<file path="src/rtl/isp8_arb_pkg.sv">
// Shared encodings and default sizes for the ISP8 scratchpad arbiter.
package isp8_arb_pkg;

   localparam int DEF_DW = 8;
   localparam int DEF_AW = 5;

   typedef enum logic [1:0] {
      IDLE = 2'b00,
      ACC  = 2'b01,
      RSP  = 2'b10
   } state_t;

   typedef enum logic {
      CPU  = 1'b0,
      HOST = 1'b1
   } owner_t;

endpackage

</file>
<file path="src/rtl/isp8_scratch_ram.sv">
// Scratchpad storage: synchronous write, combinational read, never reset.
module isp8_scratch_ram
   import isp8_arb_pkg::*;
#(
   parameter int DW = DEF_DW,
   parameter int AW = DEF_AW
) (
   input  logic          clk,
   input  logic          i_we,
   input  logic [AW-1:0] i_addr,
   input  logic [DW-1:0] i_wdata,
   output logic [DW-1:0] o_rdata
);

   logic [DW-1:0] r_mem [0:(2**AW)-1];

   always_ff @(posedge clk) begin
      if (i_we) begin
         r_mem[i_addr] <= i_wdata;
      end
   end

   assign o_rdata = r_mem[i_addr];

endmodule

</file>
<file path="src/rtl/isp8_scratch_arb.sv">
// Two-port (CPU/host) arbiter in front of a single scratchpad, one access in flight.
// Define ARB_FAIR_EN for round-robin tie-breaking; otherwise the CPU wins every tie.
module isp8_scratch_arb
   import isp8_arb_pkg::*;
#(
   parameter int DW = DEF_DW,
   parameter int AW = DEF_AW
) (
   input  logic          clk,
   input  logic          rst,
   input  logic [AW-1:0] cpu_addr,
   input  logic          cpu_rd,
   input  logic          cpu_wr,
   input  logic [DW-1:0] cpu_wdata,
   output logic          cpu_ready,
   output logic [DW-1:0] cpu_rdata,
   input  logic          host_req,
   input  logic          host_we,
   input  logic [AW-1:0] host_addr,
   input  logic [DW-1:0] host_wdata,
   output logic          host_ack,
   output logic [DW-1:0] host_rdata,
   output logic          busy
);

   state_t        r_state;
   owner_t        r_owner;
   logic          r_we;
   logic [AW-1:0] r_addr;
   logic [DW-1:0] r_wdata;
   logic          r_cpu_ready;
   logic          r_host_ack;
   logic [DW-1:0] r_cpu_rdata;
   logic [DW-1:0] r_host_rdata;
`ifdef ARB_FAIR_EN
   owner_t        r_last_grant;
`endif

   logic          w_cpu_req;
   owner_t        w_grant;
   logic          w_win_we;
   logic [AW-1:0] w_win_addr;
   logic [DW-1:0] w_win_wdata;
   logic          w_ram_we;
   logic [DW-1:0] w_ram_rdata;

   // A CPU request with both rd and wr high is treated as a write.
   assign w_cpu_req = cpu_rd | cpu_wr;

   always_comb begin
      w_grant = CPU;
      if (w_cpu_req && host_req) begin
`ifdef ARB_FAIR_EN
         w_grant = (r_last_grant == CPU) ? HOST : CPU;
`else
         w_grant = CPU;
`endif
      end else if (host_req) begin
         w_grant = HOST;
      end
   end

   assign w_win_we    = (w_grant == CPU) ? cpu_wr    : host_we;
   assign w_win_addr  = (w_grant == CPU) ? cpu_addr  : host_addr;
   assign w_win_wdata = (w_grant == CPU) ? cpu_wdata : host_wdata;

   // Gate on rst so a write racing a reset edge is never committed.
   assign w_ram_we = (r_state == ACC) && r_we && !rst;

   isp8_scratch_ram #(.DW(DW), .AW(AW)) u_ram (
      .clk     (clk),
      .i_we    (w_ram_we),
      .i_addr  (r_addr),
      .i_wdata (r_wdata),
      .o_rdata (w_ram_rdata)
   );

   always_ff @(posedge clk or posedge rst) begin
      if (rst) begin
         r_state      <= IDLE;
         r_owner      <= HOST;
         r_we         <= 1'b0;
         r_addr       <= '0;
         r_wdata      <= '0;
         r_cpu_ready  <= 1'b0;
         r_host_ack   <= 1'b0;
         r_cpu_rdata  <= '0;
         r_host_rdata <= '0;
`ifdef ARB_FAIR_EN
         r_last_grant <= HOST;
`endif
      end else begin
         case (r_state)
            IDLE: begin
               if (w_cpu_req || host_req) begin
                  r_state <= ACC;
                  r_owner <= w_grant;
                  r_we    <= w_win_we;
                  r_addr  <= w_win_addr;
                  r_wdata <= w_win_wdata;
`ifdef ARB_FAIR_EN
                  r_last_grant <= w_grant;
`endif
               end
            end
            ACC: begin
               r_state <= RSP;
               if (!r_we) begin
                  if (r_owner == CPU) begin
                     r_cpu_rdata <= w_ram_rdata;
                  end else begin
                     r_host_rdata <= w_ram_rdata;
                  end
               end
               r_cpu_ready <= (r_owner == CPU);
               r_host_ack  <= (r_owner == HOST);
            end
            RSP: begin
               r_state     <= IDLE;
               r_cpu_ready <= 1'b0;
               r_host_ack  <= 1'b0;
            end
            default: begin
               r_state     <= IDLE;
               r_cpu_ready <= 1'b0;
               r_host_ack  <= 1'b0;
            end
         endcase
      end
   end

   assign cpu_ready  = r_cpu_ready;
   assign host_ack   = r_host_ack;
   assign cpu_rdata  = r_cpu_rdata;
   assign host_rdata = r_host_rdata;
   assign busy       = (r_state != IDLE);

endmodule
</file>
<file path="config.mk">
export PLATFORM = sky130hd
export DESIGN_NAME = isp8_scratch_arb
export DESIGN_NICKNAME = d
export VERILOG_FILES = /design/src/rtl/isp8_arb_pkg.sv /design/src/rtl/isp8_scratch_ram.sv /design/src/rtl/isp8_scratch_arb.sv
export SDC_FILE = /design/constraint.sdc
export NUM_CORES = 1
export LEC_CHECK = 0
export ABC_AREA = 1
export BUFFER_PORTS_ARGS = -buffer_cell sky130_fd_sc_hd__buf_2
export CAP_MARGIN = 20
export CORE_ASPECT_RATIO = 0.9
export CORE_UTILIZATION = 45
export DETAILED_ROUTE_END_ITERATION = 8
export PLACE_DENSITY = 0.64
export SYNTH_ARGS = -nofsm -noshare
export SYNTH_HDL_FRONTEND = slang
export SYNTH_SLANG_ARGS = --single-unit
</file>
<file path="constraint.sdc">
create_clock -name clk -period 3.15 [get_ports clk]
set_input_delay 0.63 -clock clk [delete_from_list [all_inputs] [get_ports clk]]
set_output_delay 0.63 -clock clk [all_outputs]
set_load 0.005 [all_outputs]
</file>
* After elaboration in Yosys (flattened, before gate mapping)
Memories as Yosys holds them, arrays and structs flattened.
Cells that the tools add are included.
** Word-level totals
- Flip-flop bits (word level) :: 35
- Memory bits (writable) :: 256
- Bits of input ports :: 32
- Memories :: 1
** Memories
- u_ram.r_mem :: depth 32, width 8, read ports 1, clocked after Yosys merged registers in 0, wr ports 1, line isp8_scratch_ram.sv:15 : logic [DW-1:0] r_mem [0:(2**AW)-1];
** Operators by class
- Equality and inequality tests :: 2
- Multiplexer cells :: 11
- Bitwise operators :: 3
- Reductions and logical operators :: 10
** Operators by type and width (number)
- 2-to-1 mux 8 bit :: 1
- AND reduction 3 bit :: 2
- 2-to-1 mux 1 bit :: 5
- 2-to-1 mux 5 bit :: 1
- one-hot mux 1 bit (2 select lines) :: 2
- one-hot mux 2 bit (2 select lines) :: 1
- logical AND 1 bit :: 3
- == test 2 x 1 -> 1 bit, second input constant :: 1
- zero test 2 bit :: 1
- 2-to-1 mux 2 bit :: 1
- != test 2 bit, second input constant :: 1
- inverter 1 bit :: 2
- AND reduction 2 bit :: 1
- nonzero test 2 bit :: 1
- zero test 1 bit :: 1
- logical OR 1 bit :: 1
- OR 1 bit :: 1

* Depth between registers and ports, before layout
- Depth after elaboration :: 5
- Gate-level depth with buffers :: 14
- Mapped depth without buffers :: 11

* Hierarchy
A second synthesis with hierarchy kept.
** Second synthesis, totals
- Cell total of the unflattened synthesis :: 1245
- Area total of the unflattened synthesis :: 12408.2 sq um
** Modules (own cells, without submodules)
- isp8_scratch_ram :: instances 1, cells each 1055, area each 10827.9 sq um, sequential area each 7687.4 sq um
- isp8_scratch_arb :: instances 1, cells each 190, area each 1580.3 sq um, sequential area each 877.1 sq um

* Worst setup path after synthesis
Ideal clock, no wire load.
- Path kind :: input to register
- From :: in rst
- To :: mem u_ram.r_mem[0][0] (netlist bit) (enable)
- Library setup time :: 0.370 ns
- Arrival time :: 2.330 ns
- Required time :: 2.780 ns
- Setup slack :: 0.450 ns
- Stages :: 5
- Buffers on the path :: 0
- Path through :: inv_1 > nand2_1 > nor2_1 > nand3_1 > nor2_1
** On the way
- Word-level cells in the longest chain between the ends :: 4
** Ends and longest elaborated chain
- start, declared :: line isp8_scratch_arb.sv:10 : input logic rst,
- zero test 1 bit (no line)
- logical AND 1 bit :: line isp8_scratch_arb.sv:68 : assign w_ram_we = (r_state == ACC) && r_we && !rst;
- 2-to-1 mux 1 bit :: line isp8_scratch_ram.sv:18 : if (i_we) begin
- 2-to-1 mux 1 bit (implied by the code) :: line isp8_scratch_ram.sv:19 : r_mem[i_addr] <= i_wdata;
- end, declared :: line isp8_scratch_ram.sv:15
No other way between the ends.

* Worst setup path in the final report
- From :: reg r_state[1]
- To :: mem u_ram.r_mem[2][7] (netlist bit) (enable)
** On the way
- Word-level cells in the longest chain between the ends :: 5
** Ends and longest elaborated chain
- start, declared :: line isp8_scratch_arb.sv:26 : state_t r_state;
- start signal, assigned :: line isp8_scratch_arb.sv:80 : r_state <= IDLE;
- start signal, assigned :: line isp8_scratch_arb.sv:96 : r_state <= ACC;
- start signal, assigned :: line isp8_scratch_arb.sv:107 : r_state <= RSP;
- == test 2 x 1 -> 1 bit :: line isp8_scratch_arb.sv:68
- logical AND 1 bit (2 in a row) :: line isp8_scratch_arb.sv:68
- 2-to-1 mux 1 bit :: line isp8_scratch_ram.sv:18
- 2-to-1 mux 1 bit (implied by the code) :: line isp8_scratch_ram.sv:19
No other way between the ends.

==> impl_metrics.csv <==
group,metric,value,unit
outcome,status,"finished clean",
yosys,yosysMostFrequentCell,"nand2_1",
layout,diodes,0,
power,leakagePower,5.950,nW
yosys,synth_area,0.01229,sq mm
global_routing,grt_pass1_vias,7829,
clock_network,cts_max_path_buffers,3,
global_routing,grt-ovfl-total,0,
min_path,hold_class,"in2async",
layout,drive_above_1_share,0.1104,
critical_path,critPathMaxStageDelay,0.80,ns
layout,fin_area,0.01387,sq mm
clock_network,cts.sinks,291,
power,p_total,0.01274,W
critical_path,arrival,2.87,ns
placed_design,place_area,0.01292,sq mm
critical_path,endpoint_kind,"flop",
critical_path,critPathRequiredTime,3.33,ns
power,p_per_area,918.8,mW/mm^2
critical_path,crit_slowest_cell,"nor2_1",
sta,period_share,0.8525,
placed_design,io_buffer_count,50,
sta,drv_slew,0,
yosys,synth_nets,1249,
critical_path,path_buf_inv,1,
sta,fin_crit,2.685,ns
routing,drc_errors,0,
routing,drt_iter0_markers,854,
power,ir_drop,0.5674,mV
yosys,yosys.area.top_type,"edfxtp_1",
yosys,synth_top_area_frac,0.6257,
routing,routed_via_density,5.060,
clock_network,htreeDepth,1,
routing,drtPass1Iterations,5,
sta,rsz0062_at_grt,"false",
sta,max_freq,372.4,MHz
routing,wire_per_inst,17.36,microns
clock_network,cts_buffers,31,
global_routing,track_usage,0.2083,
clock_network,post_cts_buffers,0,
floorplanning,ioPinCount,51,
sta,setup_viol,0,
yosys,async_flop_share,0.1203,
critical_path,path_delay_family,"simple AND/OR/NAND/NOR gates",
floorplanning,core_area,0.02642,sq mm
sta,tns,0,ns
placed_design,gp_congestion,0.8236,
routing,vias,8359,
critical_path,cp_cell_sequence,"nor2_1, inv_1, nor2_1, nand3_1, nor2_1",
sta,hold_violations,0,
placed_design,place_hpwl,16950,microns
global_routing,grt_pass1_wl,44430,microns
clock_network,cts_tree,"done",
floorplanning,die-width,176.2,microns
yosys,synth-seq-area-share,0.6971,
sta,fin_skew,0.01345,ns
yosys,synth_cells,1217,
layout,nets,1315,
critical_path,critPathMaxFanout,8,
routing,ant_nets,0,
layout,syn_to_final_growth,12.89,%
critical_path,cpMostUsedCell,"nor2_1",
floorplanning,start_util,0.4651,
floorplanning,rows,56,
critical_path,start_kind,"flop",
layout,fillCellCount,2357,
global_routing,antenna_found_initial,0,
sta,slew_headroom,0.4203,
clock_network,path_clk_slew,0.06,ns
global_routing,grt_max_degree,87,
clock_network,postCtsHoldBufs,0,
yosys,syn_avg_cell_area,10.09,sq um
yosys,ys_top_cells_by_area,"edfxtp_1 63%, nand2_1 23%, dfrtp_1 6.9%",
floorplanning,fp.dieArea,0.02797,sq mm
routing,wl,28680,microns
yosys,ys_top_cells_by_count,"742 x nand2_1, 256 x edfxtp_1, 65 x nor2_1",
yosys,netlist-cell-type-count,20,
yosys,ys_ff_latch,291,
clock_network,post_cts_resized,0,
critical_path,path_class,"reg2reg",
flow_run,cap_violations,0,
clock_network,clockRootBuffer,"clkbuf_16",
sta,worstMarginPinSlew,0.8696,ns
floorplanning,die_y,158.8,microns
yosys,ys.flop_type,"edfxtp_1",
yosys,synth_edf_count,256,
yosys,ys_warn_count,0,
clock_network,clkLatencyLatePin,0.56,ns
[sequential cells by signal (all words and copies together), names as in the netlist]
| name | flops |
|---|---|
| host_ack | 1 |
| r_we | 1 |
| u_ram.r_mem | 256 |
| r_wdata | 8 |
| cpu_ready | 1 |
| host_rdata | 8 |
| r_addr | 5 |
| r_owner | 1 |
| cpu_rdata | 8 |
| r_state | 2 |
[stage by stage]
stage | worst slack, ns | cells | utilization | hold slack (ns)
after global placement | 0.3085 | 1598 | 0.4892 | 0.4383
after floorplan | 0.4497 | 1217 | - | 0.4129
after CTS | 0.4708 | 1652 | 0.5251 | 0.2251
after global routing | 0.2536 | 1652 | 0.5251 | 0.2529
after detailed placement | 0.2526 | 1598 | 0.4892 | 0.4441
final | 0.4648 | 1652 | 0.5251 | 0.2256
[final cells by class]
type / count / area (sq um) / share of cell area
repair buffers: 83 / 510.5 / 0.03681
multi-input cells: 853 / 3316 / 0.2391
flip-flops and latches: 291 / 8572 / 0.6180
well taps: 348 / 435.4 / 0.03139
clock buffers: 42 / 837.1 / 0.06035
clock inverters: 12 / 110.1 / 0.007939
inverters: 23 / 88.84 / 0.006405
[cells by family (layout without fill, tap and decap cells)]
logic type | Yosys count | count (layout) | share of synthesized area
flops | 291 | 291 | 0.6971
compound gates | 32 | 32 | 0.01355
simple gates | 821 | 821 | 0.2563
buf+inv | 73 | 160 | 0.03300
[tightest hold or removal path: stages]
cell and delay [ns]:
buf_2 0.10, inv_1 0.08, buf_4 0.39
[where the power goes]
part           internal, W  switching (W)
sequential         0.00495       0.000454
combinational      0.00106        0.00288
clock              0.00200        0.00140
total              0.00801        0.00474
[metal layers]
metal / GRT usage / wire length (microns)
met4: 0.05534 / 715
met5: 0 / 0
met3: 0.03472 / 2165
met2: 0.3117 / 12470
met1: 0.3131 / 13330
[final timing paths]
path,slack (ns),from,endpoint,cells past startpoint
setup reg to reg,0.46,r_state[1]$_DFFE_PP0P_,u_ram.r_mem[2][7]$_DFFE_PP_,5
min in group clk,0.35,host_wdata[4],r_wdata[4]$_DFFE_PP0P_,3
setup / recovery,0.46,r_state[1]$_DFFE_PP0P_,u_ram.r_mem[2][7]$_DFFE_PP_,5
hold / removal,0.23,rst,r_wdata[6]$_DFFE_PP0P_,3
max in group asynchronous,2.59,rst,r_addr[0]$_DFFE_PP0P_,3
hold reg to reg,0.45,r_state[1]$_DFFE_PP0P_,r_state[1]$_DFFE_PP0P_,1
[placed cells by master, fill, tap and decap left out, types with 5 or more instances in the layout]
cell type | netlist | layout
nand2_1 | 742 | 742
o21ai_1 | 8 | 8
nor3_2 | 10 | 10
inv_2 | 5 | 6
inv_1 | 16 | 15
clkbuf_16 | 0 | 31
edfxtp_1 | 256 | 256
buf_4 | 6 | 32
o22ai_1 | 5 | 5
clkinv_1 | 1 | 7
nor2_1 | 65 | 65
clkbuf_1 | 7 | 9
dfrtp_1 | 34 | 30
o21ai_0 | 17 | 17
buf_2 | 28 | 50
(Power assumes the default switching activity.)
